**src/rtl/bldc_pkg.sv**
```systemverilog
// rtl/bldc_pkg.sv - shared sector, state and gate-pattern definitions for the BLDC commutator
package bldc_pkg;

   localparam logic [2:0] SEC_A          = 3'd0;
   localparam logic [2:0] SEC_B          = 3'd1;
   localparam logic [2:0] SEC_C          = 3'd2;
   localparam logic [2:0] SEC_D          = 3'd3;
   localparam logic [2:0] SEC_E          = 3'd4;
   localparam logic [2:0] SEC_F          = 3'd5;
   localparam logic [2:0] SECTOR_INVALID = 3'd7;

   typedef enum logic [1:0] {
      ST_OFF   = 2'd0,
      ST_DEAD  = 2'd1,
      ST_DRIVE = 2'd2,
      ST_FAULT = 2'd3
   } state_t;

   // Bit order {HA,LA,HB,LB,HC,LC}
   typedef logic [5:0] gate_t;

   localparam gate_t HIGH_SIDES = 6'b101010;

   function automatic gate_t pattern(input logic [2:0] sector, input logic dir);
      gate_t p;
      p = '0;
      case (sector)
         SEC_A:   p = dir ? 6'b000110 : 6'b001001;
         SEC_B:   p = dir ? 6'b100100 : 6'b011000;
         SEC_C:   p = dir ? 6'b100001 : 6'b010010;
         SEC_D:   p = dir ? 6'b001001 : 6'b000110;
         SEC_E:   p = dir ? 6'b011000 : 6'b100100;
         SEC_F:   p = dir ? 6'b010010 : 6'b100001;
         default: p = '0;
      endcase
      return p;
   endfunction

endpackage

```
**src/rtl/bldc_commutator_if.sv**
```systemverilog
// rtl/bldc_commutator_if.sv - command, gate-drive and status bundle of the commutator
interface bldc_commutator_if;
   logic       enable;
   logic       dir;
   logic       pwm_in;
   logic [2:0] hall;
   logic       fault_n;
   logic       clear_fault;
   logic       inha;
   logic       inla;
   logic       inhb;
   logic       inlb;
   logic       inhc;
   logic       inlc;
   logic [2:0] sector;
   logic       hall_error;
   logic       fault_latched;
   logic [1:0] state_o;

   modport master (
      output enable, dir, pwm_in, hall, fault_n, clear_fault,
      input  inha, inla, inhb, inlb, inhc, inlc,
      input  sector, hall_error, fault_latched, state_o
   );

   modport slave (
      input  enable, dir, pwm_in, hall, fault_n, clear_fault,
      output inha, inla, inhb, inlb, inhc, inlc,
      output sector, hall_error, fault_latched, state_o
   );
endinterface

```
**src/rtl/hall_sector_decode.sv**
```systemverilog
// rtl/hall_sector_decode.sv - registered hall triple to sector decode with invalid-code flag
module hall_sector_decode
   import bldc_pkg::*;
(
   input  logic       clk,
   input  logic       reset,
   input  logic [2:0] hall,
   output logic [2:0] sector,
   output logic       hall_error
);

   logic [2:0] sector_d;
   logic       error_d;

   always_comb begin
      sector_d = SECTOR_INVALID;
      error_d  = 1'b0;
      case (hall)
         3'b101:  sector_d = SEC_A;
         3'b100:  sector_d = SEC_B;
         3'b110:  sector_d = SEC_C;
         3'b010:  sector_d = SEC_D;
         3'b011:  sector_d = SEC_E;
         3'b001:  sector_d = SEC_F;
         default: error_d  = 1'b1;
      endcase
   end

   always_ff @(posedge clk or posedge reset) begin
      if (reset) begin
         sector     <= SECTOR_INVALID;
         hall_error <= 1'b0;
      end else begin
         sector     <= sector_d;
         hall_error <= error_d;
      end
   end

endmodule

```
**src/rtl/bldc_commutator.sv**
```systemverilog
// rtl/bldc_commutator.sv - six-step commutation FSM with dead-time, PWM gating and fault latch
module bldc_commutator
   import bldc_pkg::*;
#(
   parameter int DT_CYCLES = 1024,
   parameter int DT_W      = 11
) (
   input  logic clk,
   input  logic reset,
   bldc_commutator_if.slave bus
);

   localparam logic [DT_W-1:0] DT_LOAD = DT_W'(DT_CYCLES > 0 ? DT_CYCLES - 1 : 0);

   logic [2:0]      sector;
   logic            hall_error;
   logic            sector_valid;
   logic [3:0]      key;
   logic [3:0]      key_q, key_d;
   state_t          state_q, state_d;
   logic [DT_W-1:0] cnt_q, cnt_d;
   gate_t           gate_q, gate_d;

   hall_sector_decode u_decode (
      .clk        (clk),
      .reset      (reset),
      .hall       (bus.hall),
      .sector     (sector),
      .hall_error (hall_error)
   );

   assign sector_valid = (sector != SECTOR_INVALID);
   assign key          = {sector, bus.dir};

   always_comb begin
      state_d = state_q;
      cnt_d   = cnt_q;
      key_d   = key_q;
      if (!bus.fault_n) begin
         state_d = ST_FAULT;
      end else begin
         case (state_q)
            ST_OFF: begin
               if (bus.enable && sector_valid) begin
                  state_d = ST_DEAD;
                  cnt_d   = DT_LOAD;
                  key_d   = key;
               end
            end
            ST_DEAD: begin
               if (!bus.enable || !sector_valid) begin
                  state_d = ST_OFF;
                  cnt_d   = '0;
               end else if (key != key_q) begin
                  // A new key restarts the full dead-time, even on the last count
                  cnt_d = DT_LOAD;
                  key_d = key;
               end else if (cnt_q == '0) begin
                  state_d = ST_DRIVE;
               end else begin
                  cnt_d = cnt_q - 1'b1;
               end
            end
            ST_DRIVE: begin
               if (!bus.enable || !sector_valid) begin
                  state_d = ST_OFF;
                  cnt_d   = '0;
               end else if (key != key_q) begin
                  state_d = ST_DEAD;
                  cnt_d   = DT_LOAD;
                  key_d   = key;
               end
            end
            ST_FAULT: begin
               if (bus.clear_fault) begin
                  state_d = ST_DEAD;
                  cnt_d   = DT_LOAD;
                  key_d   = key;
               end
            end
            default: state_d = ST_OFF;
         endcase
      end
   end

   // Gates follow the next state so they drop on the same edge that leaves DRIVE
   always_comb begin
      gate_d = '0;
      if (state_d == ST_DRIVE) begin
         gate_d = pattern(sector, bus.dir) & (bus.pwm_in ? 6'b111111 : ~HIGH_SIDES);
      end
   end

   always_ff @(posedge clk or posedge reset) begin
      if (reset) begin
         state_q <= ST_OFF;
         cnt_q   <= '0;
         key_q   <= {SECTOR_INVALID, 1'b0};
         gate_q  <= '0;
      end else begin
         state_q <= state_d;
         cnt_q   <= cnt_d;
         key_q   <= key_d;
         gate_q  <= gate_d;
      end
   end

   assign bus.inha          = gate_q[5];
   assign bus.inla          = gate_q[4];
   assign bus.inhb          = gate_q[3];
   assign bus.inlb          = gate_q[2];
   assign bus.inhc          = gate_q[1];
   assign bus.inlc          = gate_q[0];
   assign bus.sector        = sector;
   assign bus.hall_error    = hall_error;
   assign bus.fault_latched = (state_q == ST_FAULT);
   assign bus.state_o       = state_q;

endmodule

```
**src/flat_wrapper.sv**
```systemverilog
// flat-port wrapper written by rule: the top's interface ports become plain ports
module bldc_commutator_flat import bldc_pkg::*;
#(
   parameter int DT_CYCLES = 1024,
   parameter int DT_W      = 11
)
  (clk, reset, bus_enable, bus_dir, bus_pwm_in, bus_hall, bus_fault_n, bus_clear_fault, bus_inha, bus_inla, bus_inhb, bus_inlb, bus_inhc, bus_inlc, bus_sector, bus_hall_error, bus_fault_latched, bus_state_o);
  bldc_commutator_if bus_i ();
  input  logic clk;
  input  logic reset;
  input wire logic [$bits(bus_i.enable)-1:0] bus_enable;
  input wire logic [$bits(bus_i.dir)-1:0] bus_dir;
  input wire logic [$bits(bus_i.pwm_in)-1:0] bus_pwm_in;
  input wire logic [$bits(bus_i.hall)-1:0] bus_hall;
  input wire logic [$bits(bus_i.fault_n)-1:0] bus_fault_n;
  input wire logic [$bits(bus_i.clear_fault)-1:0] bus_clear_fault;
  output wire logic [$bits(bus_i.inha)-1:0] bus_inha;
  output wire logic [$bits(bus_i.inla)-1:0] bus_inla;
  output wire logic [$bits(bus_i.inhb)-1:0] bus_inhb;
  output wire logic [$bits(bus_i.inlb)-1:0] bus_inlb;
  output wire logic [$bits(bus_i.inhc)-1:0] bus_inhc;
  output wire logic [$bits(bus_i.inlc)-1:0] bus_inlc;
  output wire logic [$bits(bus_i.sector)-1:0] bus_sector;
  output wire logic [$bits(bus_i.hall_error)-1:0] bus_hall_error;
  output wire logic [$bits(bus_i.fault_latched)-1:0] bus_fault_latched;
  output wire logic [$bits(bus_i.state_o)-1:0] bus_state_o;
  assign bus_i.enable = bus_enable;
  assign bus_i.dir = bus_dir;
  assign bus_i.pwm_in = bus_pwm_in;
  assign bus_i.hall = bus_hall;
  assign bus_i.fault_n = bus_fault_n;
  assign bus_i.clear_fault = bus_clear_fault;
  assign bus_inha = bus_i.inha;
  assign bus_inla = bus_i.inla;
  assign bus_inhb = bus_i.inhb;
  assign bus_inlb = bus_i.inlb;
  assign bus_inhc = bus_i.inhc;
  assign bus_inlc = bus_i.inlc;
  assign bus_sector = bus_i.sector;
  assign bus_hall_error = bus_i.hall_error;
  assign bus_fault_latched = bus_i.fault_latched;
  assign bus_state_o = bus_i.state_o;
  bldc_commutator #(.DT_CYCLES(DT_CYCLES), .DT_W(DT_W)) u_core (.clk(clk), .reset(reset), .bus(bus_i));
endmodule
```
**config.mk**
```make
export PLATFORM = sky130hd
export DESIGN_NAME = bldc_commutator_flat
export DESIGN_NICKNAME = d
export VERILOG_FILES = /design/src/rtl/bldc_pkg.sv /design/src/rtl/bldc_commutator_if.sv /design/src/rtl/hall_sector_decode.sv /design/src/rtl/bldc_commutator.sv /design/src/flat_wrapper.sv
export SDC_FILE = /design/constraint.sdc
export NUM_CORES = 1
export LEC_CHECK = 0
export CAP_MARGIN = 20
export CORE_MARGIN = 5
export CORE_UTILIZATION = 59
export CTS_CLUSTER_SIZE = 10
export DETAILED_ROUTE_END_ITERATION = 10
export GPL_TIMING_DRIVEN = 0
export PLACE_DENSITY_LB_ADDON = 0.08
export SLEW_MARGIN = 10
export SYNTH_ARGS = -nofsm -noshare
export SYNTH_HDL_FRONTEND = slang
export SYNTH_SLANG_ARGS = --single-unit
```
**constraint.sdc**
```tcl
create_clock -name clk -period 6.12 [get_ports clk]
set_input_delay 0.918 -clock clk [delete_from_list [all_inputs] [get_ports clk]]
set_output_delay 0.918 -clock clk [all_outputs]
set_load 0.02 [all_outputs]
```
==> results by group, run 1 <==
Status
  • Result of the run: finished clean

Finish
  • Nets: 242
  • Post-route cell area: 2133 um^2
  • Share of layout cells above drive strength 1: 13.84%
  • Area delta synth->final: 17.34%
  • Most common cell after layout, fill and taps aside: clkdlybuf4s50_1
  • Antenna Cells: 0
  • Fillers: 253
  • Commonest non-fill, non-tap cells in the layout: clkdlybuf4s50_1, dfrtp_1, inv_1

Timing
  • Clk_skew: 4.387 ps
  • Fin crit share: 44.86%
  • Slew headroom: 52.24%
  • Unrepaired setup endpoints after global routing: false
  • Final-report hold violation count: 0
  • Final TNS setup: 0 ps
  • Final setup margin: 3374 ps
  • Hold WS: 537.6 ps
  • Slew @ Worst Pin: 715.0 ps
  • Final Critical Period: 2746 ps
  • Fmax: 364.2 MHz
  • Pins Over Slew Limit: 0
  • Setup violators final: 0

Clocking
  • # hold bufs at CTS: 0
  • Root Buffer Master: clkbuf_4
  • Clock Latency Late Sink: 330 ps
  • Clk sink count: 27
  • Htree depth: 1
  • Setup Fix Bufs, Post-CTS: 0
  • CTS clk-pin slew, worst paths: 150 ps
  • # resized after CTS: 0
  • Max clock buf depth: 2
  • Total CTS buffers: 3
  • CTS tree: built

Critical path
  • Worst Path Buf+Inv: 2
  • CP Max Fanout: 7
  • CP startpoint kind: input pin
  • CP cell instances: clkdlybuf4s50_1 -> inv_1 -> a2111oi_2 -> o2111a_1 -> a221oi_2
  • Crit path required time: 6340 ps
  • Crit-path max cell delay: 710 ps
  • Critical Path Sink Type: flip-flop
  • Crit-path slowest cell: a2111oi_2
  • WP data arrival: 2960 ps
  • Worst path top cell family by delay: compound AO/OA/AOI/OAI gates
  • Class of the most critical setup path: in -> reg

Synthesis
  • Sequential area share after synthesis: 37.58%
  • Yosys cell types: 51
  • Mapped Cells: 197
  • Top cell type by total area after synthesis: dfrtp_1
  • Main synth FF type: dfrtp_1
  • #FFs+latches synth: 27
  • FFs w/ async S/R, synth: 100.0%
  • Largest cells by area after synthesis: dfrtp_1, dfstp_2, a221oi_2
  • Mapped Nets: 214
  • Ys Warns: 0
  • Post-synth EDFFs: 0
  • Synthesized area: 1818 um^2
  • Fraction of synthesized cell area taken by the top area cell type: 28.91%
  • Syn avg cell area: 9.228 um^2

Routing
  • Number of routed nets with antenna violations: 0
  • DR DRC count: 0
  • DR iter-0 viols: 133
  • DR vias/cell: 6.195
  • First-pass DRT Iterations: 4
  • DRT Wirelength: 3.946 mm
  • Total number of vias: 1592
  • Routed WL per cell: 15.35 um

Global routing
  • First-pass GRT wire length: 6.913 mm
  • Met1 Use GR: 27.78%
  • Largest net degree at the start of global routing: 28
  • Met3 usage: 2.906%
  • Initial antenna violation count: 0
  • Vias in the first global route: 1493
  • Met2 Track Usage GR: 34.01%
  • Gr ovfl total: 0
  • Tot GR Track Use: 20.60%
  • GR peak layer: met2

Die
  • Rows: 20
  • Die area: 4292 um^2
  • Initial Util: 60.54%
  • Ports: 23
  • Die Wd: 65.51 um
  • DIE HEIGHT: 65.51 um
  • Core ar.: 3003 um^2

Hold path
  • Hold Crit Class: reg -> reg

Power and ir drop
  • Pwr/cell area: 275.8 nW/um^2
  • P_leak: 0.8945 nW
  • Maximum vdd drop: 0.1521 mV

Placement
  • Placed instance area: 2079 um^2
  • Post-place setup slack: 2991 ps
  • Port buffer count: 22
  • Gpl congestion: 0.8549
  • Post-DP HPWL: 3.042 mm

Run
  • Max-capacitance violation count: 0
## worst reg2reg max path, cell delays in order (launching register included)
cell	delay, ps
dfrtp_1	440
inv_1	110
ha_1	140
or4b_1	440
or4_1	390
buf_2	180
o311ai_4	460
a21oi_1	120
a221oi_2	200
## cells by family (layout without fill, tap and decap cells)
family          Yosys count  in the layout  synth area share [%]
compound gates           49             49                 22.30
xor+xnor                  6              6                 2.891
fa+ha+maj                 7              7                 4.817
buf+inv                  27             54                 6.469
flops                    27             27                 37.58
mux                       5              5                 3.028
simple gates             76             76                 22.92
## synth_stat cells, drive strengths merged (2+ instances only)
| cell | count |
|---|---|
| nand2 | 11 |
| o21ai | 7 |
| nand4 | 3 |
| a221oi | 7 |
| o22ai | 2 |
| and3 | 4 |
| o21a | 2 |
| clkbuf | 5 |
| o211ai | 3 |
| inv | 18 |
| nor4 | 4 |
| xor2 | 2 |
| or4 | 3 |
| ha | 7 |
| mux2 | 4 |
| dfrtp | 21 |
| a31oi | 4 |
| nand2b | 4 |
| nor3 | 9 |
| and4 | 3 |
| nand3 | 11 |
| nor2 | 17 |
| dfstp | 6 |
| a21oi | 16 |
| buf | 3 |
| xnor2 | 4 |
| or3 | 3 |
## power breakdown
part | leakage (nW) | internal [W] | switching (W)
Sequential | 0.312 | 0.000226 | 0.0000476
Combinational | 0.568 | 0.000100 | 0.000134
Clock | 0.0150 | 0.0000256 | 0.0000554
Total | 0.895 | 0.000352 | 0.000237
## area by class of cell
| type | count | area, um^2 | share of cell area [%] |
|---|---|---|---|
| well taps | 33 | 41.29 | 1.935 |
| multi-input cells | 143 | 1017 | 47.68 |
| inverters | 18 | 67.56 | 3.167 |
| flip-flops and latches | 27 | 683.2 | 32.02 |
| repair buffers | 23 | 247.7 | 11.61 |
| plain buffers | 9 | 50.05 | 2.346 |
| clock buffers | 4 | 26.28 | 1.232 |
## final timing paths
path	start	to	slack, ps	cells after the start
worst min register to register	u_core.cnt_q[10]	u_core.cnt_q[10]	540	1
max in group asynchronous	reset	u_core.gate_q[4]	4850	3
worst max register to register	u_core.cnt_q[0]	u_core.cnt_q[9]	3560	8
min in group asynchronous	reset	u_core.u_decode.hall_error	840	2
worst min-delay path	u_core.cnt_q[10]	u_core.cnt_q[10]	540	1
worst max-delay path	bus_enable	u_core.cnt_q[9]	3370	5
## stage by stage
step / instances / utilization (%) / total power (W)
floorplan: 197 / - / 0.0004434
global placement: 252 / 69.25 / 0.0004940
detailed placement: 252 / 69.25 / 0.0005099
CTS: 256 / 70.13 / 0.0005890
global route: 257 / 71.04 / 0.0006333
finish: 257 / 71.04 / 0.0005884
## routing by layer
layer  up-vias  share of wire, %
li1        780                 -
met1       766                44
met2        41                50
met3         5               5.1
met4         0               1.0
met5         -                 0
## registers in the layout (all words and copies together), names as in the netlist
name,count
u_core.cnt_q,11
u_core.u_decode.hall_error,1
u_core.bus.state_o,2
u_core.gate_q,6
u_core.u_decode.sector,3
u_core.key_q,4
No activity file was read; power rests on OpenSTA's default activity.
==> run 2, diff against run 1 <==
CORE_UTILIZATION = 50   (was 59)
clock period = 2.4 ns   (was 6.12 ns; I/O delays follow)
==> results by group, run 2 (synthesized netlist as in run 1, its figures left out) <==
Critical path
  • Critical Path Sink Type: flip-flop (unchanged)
  • CP cell instances: inv_2 -> ha_4 -> or4b_4 -> or4_4 -> o21a_4 -> o21ai_4 -> buf_6 -> a221oi_2 (was clkdlybuf4s50_1 -> inv_1 -> a2111oi_2 -> o2111a_1 -> a221oi_2)
  • Crit-path slowest cell: or4_4 (was a2111oi_2)
  • Class of the most critical setup path: reg -> reg (was in -> reg)
  • Crit path required time: 2620 ps (was 6340 ps)
  • CP startpoint kind: flip-flop (was input pin)
  • CP Max Fanout: 5 (was 7)
  • WP data arrival: 2580 ps (was 2960 ps)
  • Crit-path max cell delay: 490 ps (was 710 ps)

Timing
  • Hold WS: 326.0 ps (was 537.6 ps)
  • Fin crit share: 98.06%
  • Final-report hold violation count: 0 (unchanged)
  • Clk_skew: 6.922 ps (was 4.387 ps)
  • Final Critical Period: 2354 ps
  • Unrepaired setup endpoints after global routing: true (was false)
  • Pins Over Slew Limit: 0 (unchanged)
  • Slew @ Worst Pin: 505.0 ps (was 715.0 ps)
  • Final TNS setup: 0 ps (unchanged)
  • Slew headroom: 66.29% (was 52.24%)
  • Fmax: 424.9 MHz
  • Setup violators final: 0 (unchanged)
  • Final setup margin: 46.46 ps (was 3374 ps)

Power and ir drop
  • NetSw: 0.0006636 W (was 0.0002366 W)
  • Reg power frac: 42.5% (was 46.5%)
  • Combinational power share: 45.0% (was 39.8%)
  • Sw Share: 40.41% (was 40.21%)
  • Cell internal pwr: 0.0009786 W (was 0.0003518 W)
  • Pwr/cell area: 706.0 nW/um^2 (was 275.8 nW/um^2)
  • Clock network power share: 12.4% (was 13.8%)
  • P_leak: 0.9525 nW (was 0.8945 nW)
  • Maximum vdd drop: 0.4335 mV (was 0.1521 mV)

Finish
  • Most common cell after layout, fill and taps aside: clkdlybuf4s50_1 (unchanged)
  • Commonest non-fill, non-tap cells in the layout: clkdlybuf4s50_1, dfrtp_1, nor2_1 (was clkdlybuf4s50_1, dfrtp_1, inv_1)
  • Largest reg by FF count: u_core.cnt_q (unchanged)
  • Nets: 251 (was 242)
  • Area delta synth->final: 27.94% (was 17.34%)
  • Post-route cell area: 2326 um^2 (was 2133 um^2)
  • Final Core Density: 65.00% (was 71.04%)
  • Antenna Cells: 0 (unchanged)
  • Share of layout cells above drive strength 1: 24.03% (was 13.84%)
  • Flip-flop count of the largest register after layout: 11 (unchanged)
  • Fillers: 307 (was 253)
  • Largest regs: u_core.cnt_q x11, u_core.gate_q x6, u_core.key_q x4 (unchanged)

Placement
  • Post-place setup slack: -211.0 ps (was 2991 ps)
  • Post-DP HPWL: 3.007 mm (was 3.042 mm)
  • Gpl congestion: 0.8776 (was 0.8549)
  • Port buffer count: 22 (unchanged)
  • Placed instance area: 2098 um^2 (was 2079 um^2)

Routing
  • Number of routed nets with antenna violations: 0 (unchanged)
  • Total number of vias: 1664 (was 1592)
  • First-pass DRT Iterations: 5 (was 4)
  • DR vias/cell: 5.922 (was 6.195)
  • DR DRC count: 0 (unchanged)
  • Routed WL per cell: 15.88 um (was 15.35 um)
  • DRT Wirelength: 4.462 mm (was 3.946 mm)
  • DR iter-0 viols: 147 (was 133)

Global routing
  • Vias in the first global route: 1685 (was 1493)
  • First-pass GRT wire length: 7.886 mm (was 6.913 mm)
  • Met1 Use GR: 22.60% (was 27.78%)
  • Tot GR Track Use: 19.33% (was 20.60%)
  • GR peak layer: met2 (unchanged)
  • Met3 usage: 2.446% (was 2.906%)
  • Initial antenna violation count: 0 (unchanged)
  • Gr ovfl total: 0 (unchanged)
  • Met2 Track Usage GR: 34.72% (was 34.01%)
  • Largest net degree at the start of global routing: 28 (unchanged)

Die
  • Core ar.: 3578 um^2 (was 3003 um^2)
  • Initial Util: 50.80% (was 60.54%)
  • Ports: 23 (unchanged)
  • DIE HEIGHT: 70.30 um (was 65.51 um)
  • Die area: 4942 um^2 (was 4292 um^2)
  • Die Wd: 70.30 um (was 65.51 um)
  • Rows: 22 (was 20)

Clocking
  • Clk sink count: 27 (unchanged)
  • CTS tree: built (unchanged)
  • Max clock buf depth: 2 (unchanged)
  • # hold bufs at CTS: 0 (unchanged)
  • Htree depth: 1 (unchanged)
  • CTS clk-pin slew, worst paths: 150 ps (about the same)
  • Total CTS buffers: 3 (unchanged)
  • Root Buffer Master: clkbuf_4 (unchanged)
  • Clock Latency Late Sink: 340 ps (was 330 ps)

Hold path
  • Hold Crit Class: in -> async (was reg -> reg)

Run
  • Max-capacitance violation count: 0 (unchanged)

Status
  • Result of the run: finished clean (unchanged)
run 2: area by class of cell:
type | count | area, um^2 | area share, %
Multi-Input combinational cell | 143 | 1112 | 47.82
Sequential cell | 27 | 683.2 | 29.37
Timing Repair Buffer | 33 | 334.1 | 14.36
Inverter | 18 | 67.56 | 2.905
Tap cell | 48 | 60.06 | 2.582
Buffer | 8 | 42.54 | 1.829
Clock buffer | 4 | 26.28 | 1.130
run 2: power by group through the flow:
stage                     sequential (W)  combinational [W]  clock (W)
after floorplan                 0.000691           0.000440          0
after global placement          0.000701           0.000572          0
after detailed placement        0.000705           0.000593          0
after CTS                       0.000691           0.000679   0.000212
after global routing            0.000713           0.000818   0.000225
final                           0.000698           0.000740   0.000204
run 2: timing repair:
action                                  in CTS  in global routing
pin swaps                                    1                 12
setup buffers                                7                  2
resized for setup                           13                 16
hold endpoints to repair                     0                  0
endpoints found under the setup margin      18                 18
cloned                                       0                  1
run 2: path summary, 6_finish.rpt:
check                                startpoint          endpoint  slack (ps)  depth (start not counted)
worst max-delay path            u_core.cnt_q[0]   u_core.cnt_q[4]          50                          8
worst min-delay path                      reset   u_core.key_q[0]         330                          2
worst max register to register  u_core.cnt_q[0]   u_core.cnt_q[4]          50                          8
worst min register to register  u_core.key_q[0]   u_core.key_q[0]         530                          1
max in group asynchronous                 reset  u_core.gate_q[1]        1610                          3
min in group clk                u_core.key_q[0]   u_core.key_q[0]         530                          1
run 2: routing by layer:
metal / routed length [um] / share of wire [%] / vias up
met2: 2381 / 53 / 48
met4: 150 / 3.4 / 0
met5: 0 / 0 / -
met3: 151 / 3.4 / 15
li1: - / - / 790
met1: 1777 / 40 / 811
run 2: critical path, delay by kind of cell (launching register included):
kind                       cells  cell delay (ps)
and+or+nand+nor                2              930
adders and majority gates      1              120
DFF                            1              420
buffers and inverters          2              250
AOI/OAI and AO/OA              3              500
run 2: metrics by stage:
| stage | instances | power, W |
|---|---|---|
| floorplan | 197 | 0.001131 |
| detailed placement | 267 | 0.001298 |
| global placement | 267 | 0.001273 |
| global route | 281 | 0.001757 |
| CTS | 278 | 0.001582 |
| finish | 281 | 0.001642 |
==> run 3, diff against run 2 <==
TNS_END_PERCENT = 100   (was default)
==> results of run 3 <==
No change in the layout: final DEF, timing and power equal those of run 2.
==> RTL change: new RTL, settings of run 3 <==
Make the reset (`reset`) synchronous in 2 clocked blocks.
--- a/src/rtl/hall_sector_decode.sv
+++ b/src/rtl/hall_sector_decode.sv
@@ -26,7 +26,7 @@
       endcase
    end
 
-   always_ff @(posedge clk or posedge reset) begin
+   always_ff @(posedge clk) begin
       if (reset) begin
          sector     <= SECTOR_INVALID;
          hall_error <= 1'b0;
--- a/src/rtl/bldc_commutator.sv
+++ b/src/rtl/bldc_commutator.sv
@@ -91,7 +91,7 @@
       end
    end
 
-   always_ff @(posedge clk or posedge reset) begin
+   always_ff @(posedge clk) begin
       if (reset) begin
          state_q <= ST_OFF;
          cnt_q   <= '0;
Check against the original RTL: differs if reset is asserted again (counterexample within 4 cycles, from zero or initial values and one cycle with reset high); with reset held inactive, the same outputs for 10 cycles.
==> RTL change against run 3 <==
  * Area after synthesis decreased by 8.1%
  * Routed wire length is 8.6% lower
  * Via count decreased by 3.2%
  * Setup slack improved by 160 ps
  * Combinational power decreased by 48%
  * Non-clock buffer count down 10
  * Sequential power decreased by 25%
  * Count of clock-buffer cells in the layout shrank 1
  * Die area fell by 6.9%
  * Sequential cell count unchanged
  * Total power is 32% lower
  * Final area shrank 15%
  * Critical endpoint is now u_core.cnt_q[10]$_SDFFE_PP0P_
==> RTL change: results (changes against run 3) <==
| Metric | Value |
|---|---|
| Status | finished, final reports clean (unchanged) |
| Worst-margin pin slew | 715 ps (was 505 ps) |
| PortBufs | 21 (was 22) |
| Max Clock Skew | 6.01 ps (was 6.92 ps) |
| Pre-CTS setup slack | -39.6 ps (was -211 ps) |
| Min-delay worst type | flop to flop (was input pin to async pin) |
| Switching share of power | 36.4% (was 40.4%) |
| Crit path capture | u_core.cnt_q[10]$_SDFFE_PP0P_ (was u_core.cnt_q[4]$_DFFE_PP0P_) |
| Mux cell area share after synthesis | 0.599% (was 3.03%) |
| NonClk Buf Share | 13.0% (was 16.2%) |
| Buffers outside the clock class | 31 (was 41) |
| Detailed placement HPWL | 3090 um (was 3010 um) |
| Vias in the first global route | 1476 (was 1685) |
| Synth Flop Type | dfxtp_1 (was dfrtp_1) |
| Final cell count without fillers | 269 (was 281) |
| Leak pwr | 0.720 nW (was 0.953 nW) |
| Commonest cells post-synth | dfxtp_1 (27), nand3_1 (17), a21oi_1 (15), o21ai_0 (13), nand2_1 (12) (was dfrtp_1 (21), inv_1 (18), nor2_1 (17), a21oi_1 (16)) |
| Multi-In Gates | 149 (was 143) |
| Pin count of the biggest net entering global routing | 16 (was 28) |
| Layout Nets | 241 (was 251) |
| Fill count | 300 (was 307) |
| Initial DRC Count | 102 (was 147) |
| Met2 WL post-DR | 1960 um (was 2380 um) |
| Total GRT Usage | 18.6% (was 19.3%) |
| Placer congestion estimate | 0.888 (was 0.878) |
| Clock network area share | 1.40% (was 1.13%) |
| Seq/Total Area, Yosys | 32.3% (was 37.6%) |
| Post-synthesis xor/xnor area fraction | 5.76% (was 2.89%) |
| Netlist cell types | 49 (was 51) |
| Via count | 1611 (was 1664) |
| Compound-Gate Fraction of Synth Area | 27.9% (was 22.3%) |
| First-pass GRT wire length | 6550 um (was 7890 um) |
| Post-synthesis adder-cell area fraction | 5.24% (was 4.82%) |
[RTL change: changes by cell type after synthesis, moves of 6 or more]
| cell | run 3 | this run |
|---|---|---|
| inv_1 | 18 | 11 |
| dfrtp_1 | 21 | 0 |
| a211oi_1 | 0 | 9 |
| dfxtp_1 | 0 | 27 |
| nand3_1 | 11 | 17 |
| dfstp_2 | 6 | 0 |
| o21ai_0 | 4 | 13 |
| nor2_1 | 17 | 9 |
[RTL change: power groups by stage]
stage	logic [mW]	clock network, mW	registers (mW)
2_1_floorplan	0.270	0	0.536
4_1_cts	0.382	0.208	0.523
6_report	0.383	0.208	0.523
5_1_grt	0.421	0.228	0.528
3_3_place_gp	0.365	0	0.530
3_5_place_dp	0.380	0	0.533
[RTL change: layer usage]
metal	vias to the layer above	global-route usage, %
met2	50	30.1
met3	4	3.61
li1	781	-
met1	776	24.2
met4	0	7.20
met5	-	0
[RTL change: how the worst min path moves through the flow]
stage	endpoint	slack, ps	startpoint
2_1_floorplan	u_core.u_decode.hall_error$_SDFF_PP0_	460	bus_hall[0]
3_3_place_gp	u_core.key_q[0]$_SDFFE_PP0P_	480	u_core.key_q[0]$_SDFFE_PP0P_
3_5_place_dp	u_core.key_q[3]$_SDFFE_PP1P_	500	u_core.key_q[3]$_SDFFE_PP1P_
4_1_cts	u_core.key_q[3]$_SDFFE_PP1P_	520	u_core.key_q[3]$_SDFFE_PP1P_
5_1_grt	u_core.key_q[3]$_SDFFE_PP1P_	540	u_core.key_q[3]$_SDFFE_PP1P_
6_report	u_core.key_q[3]$_SDFFE_PP1P_	520	u_core.key_q[3]$_SDFFE_PP1P_
[RTL change: worst register-to-register path, stage by stage, from the launching register on]
cell and delay (ps):
dfxtp_1 360, buf_4 170, nand3_1 210, and3_1 310
nand3_1 120, clkbuf_1 440, nand2_2 170, o41ai_2 340
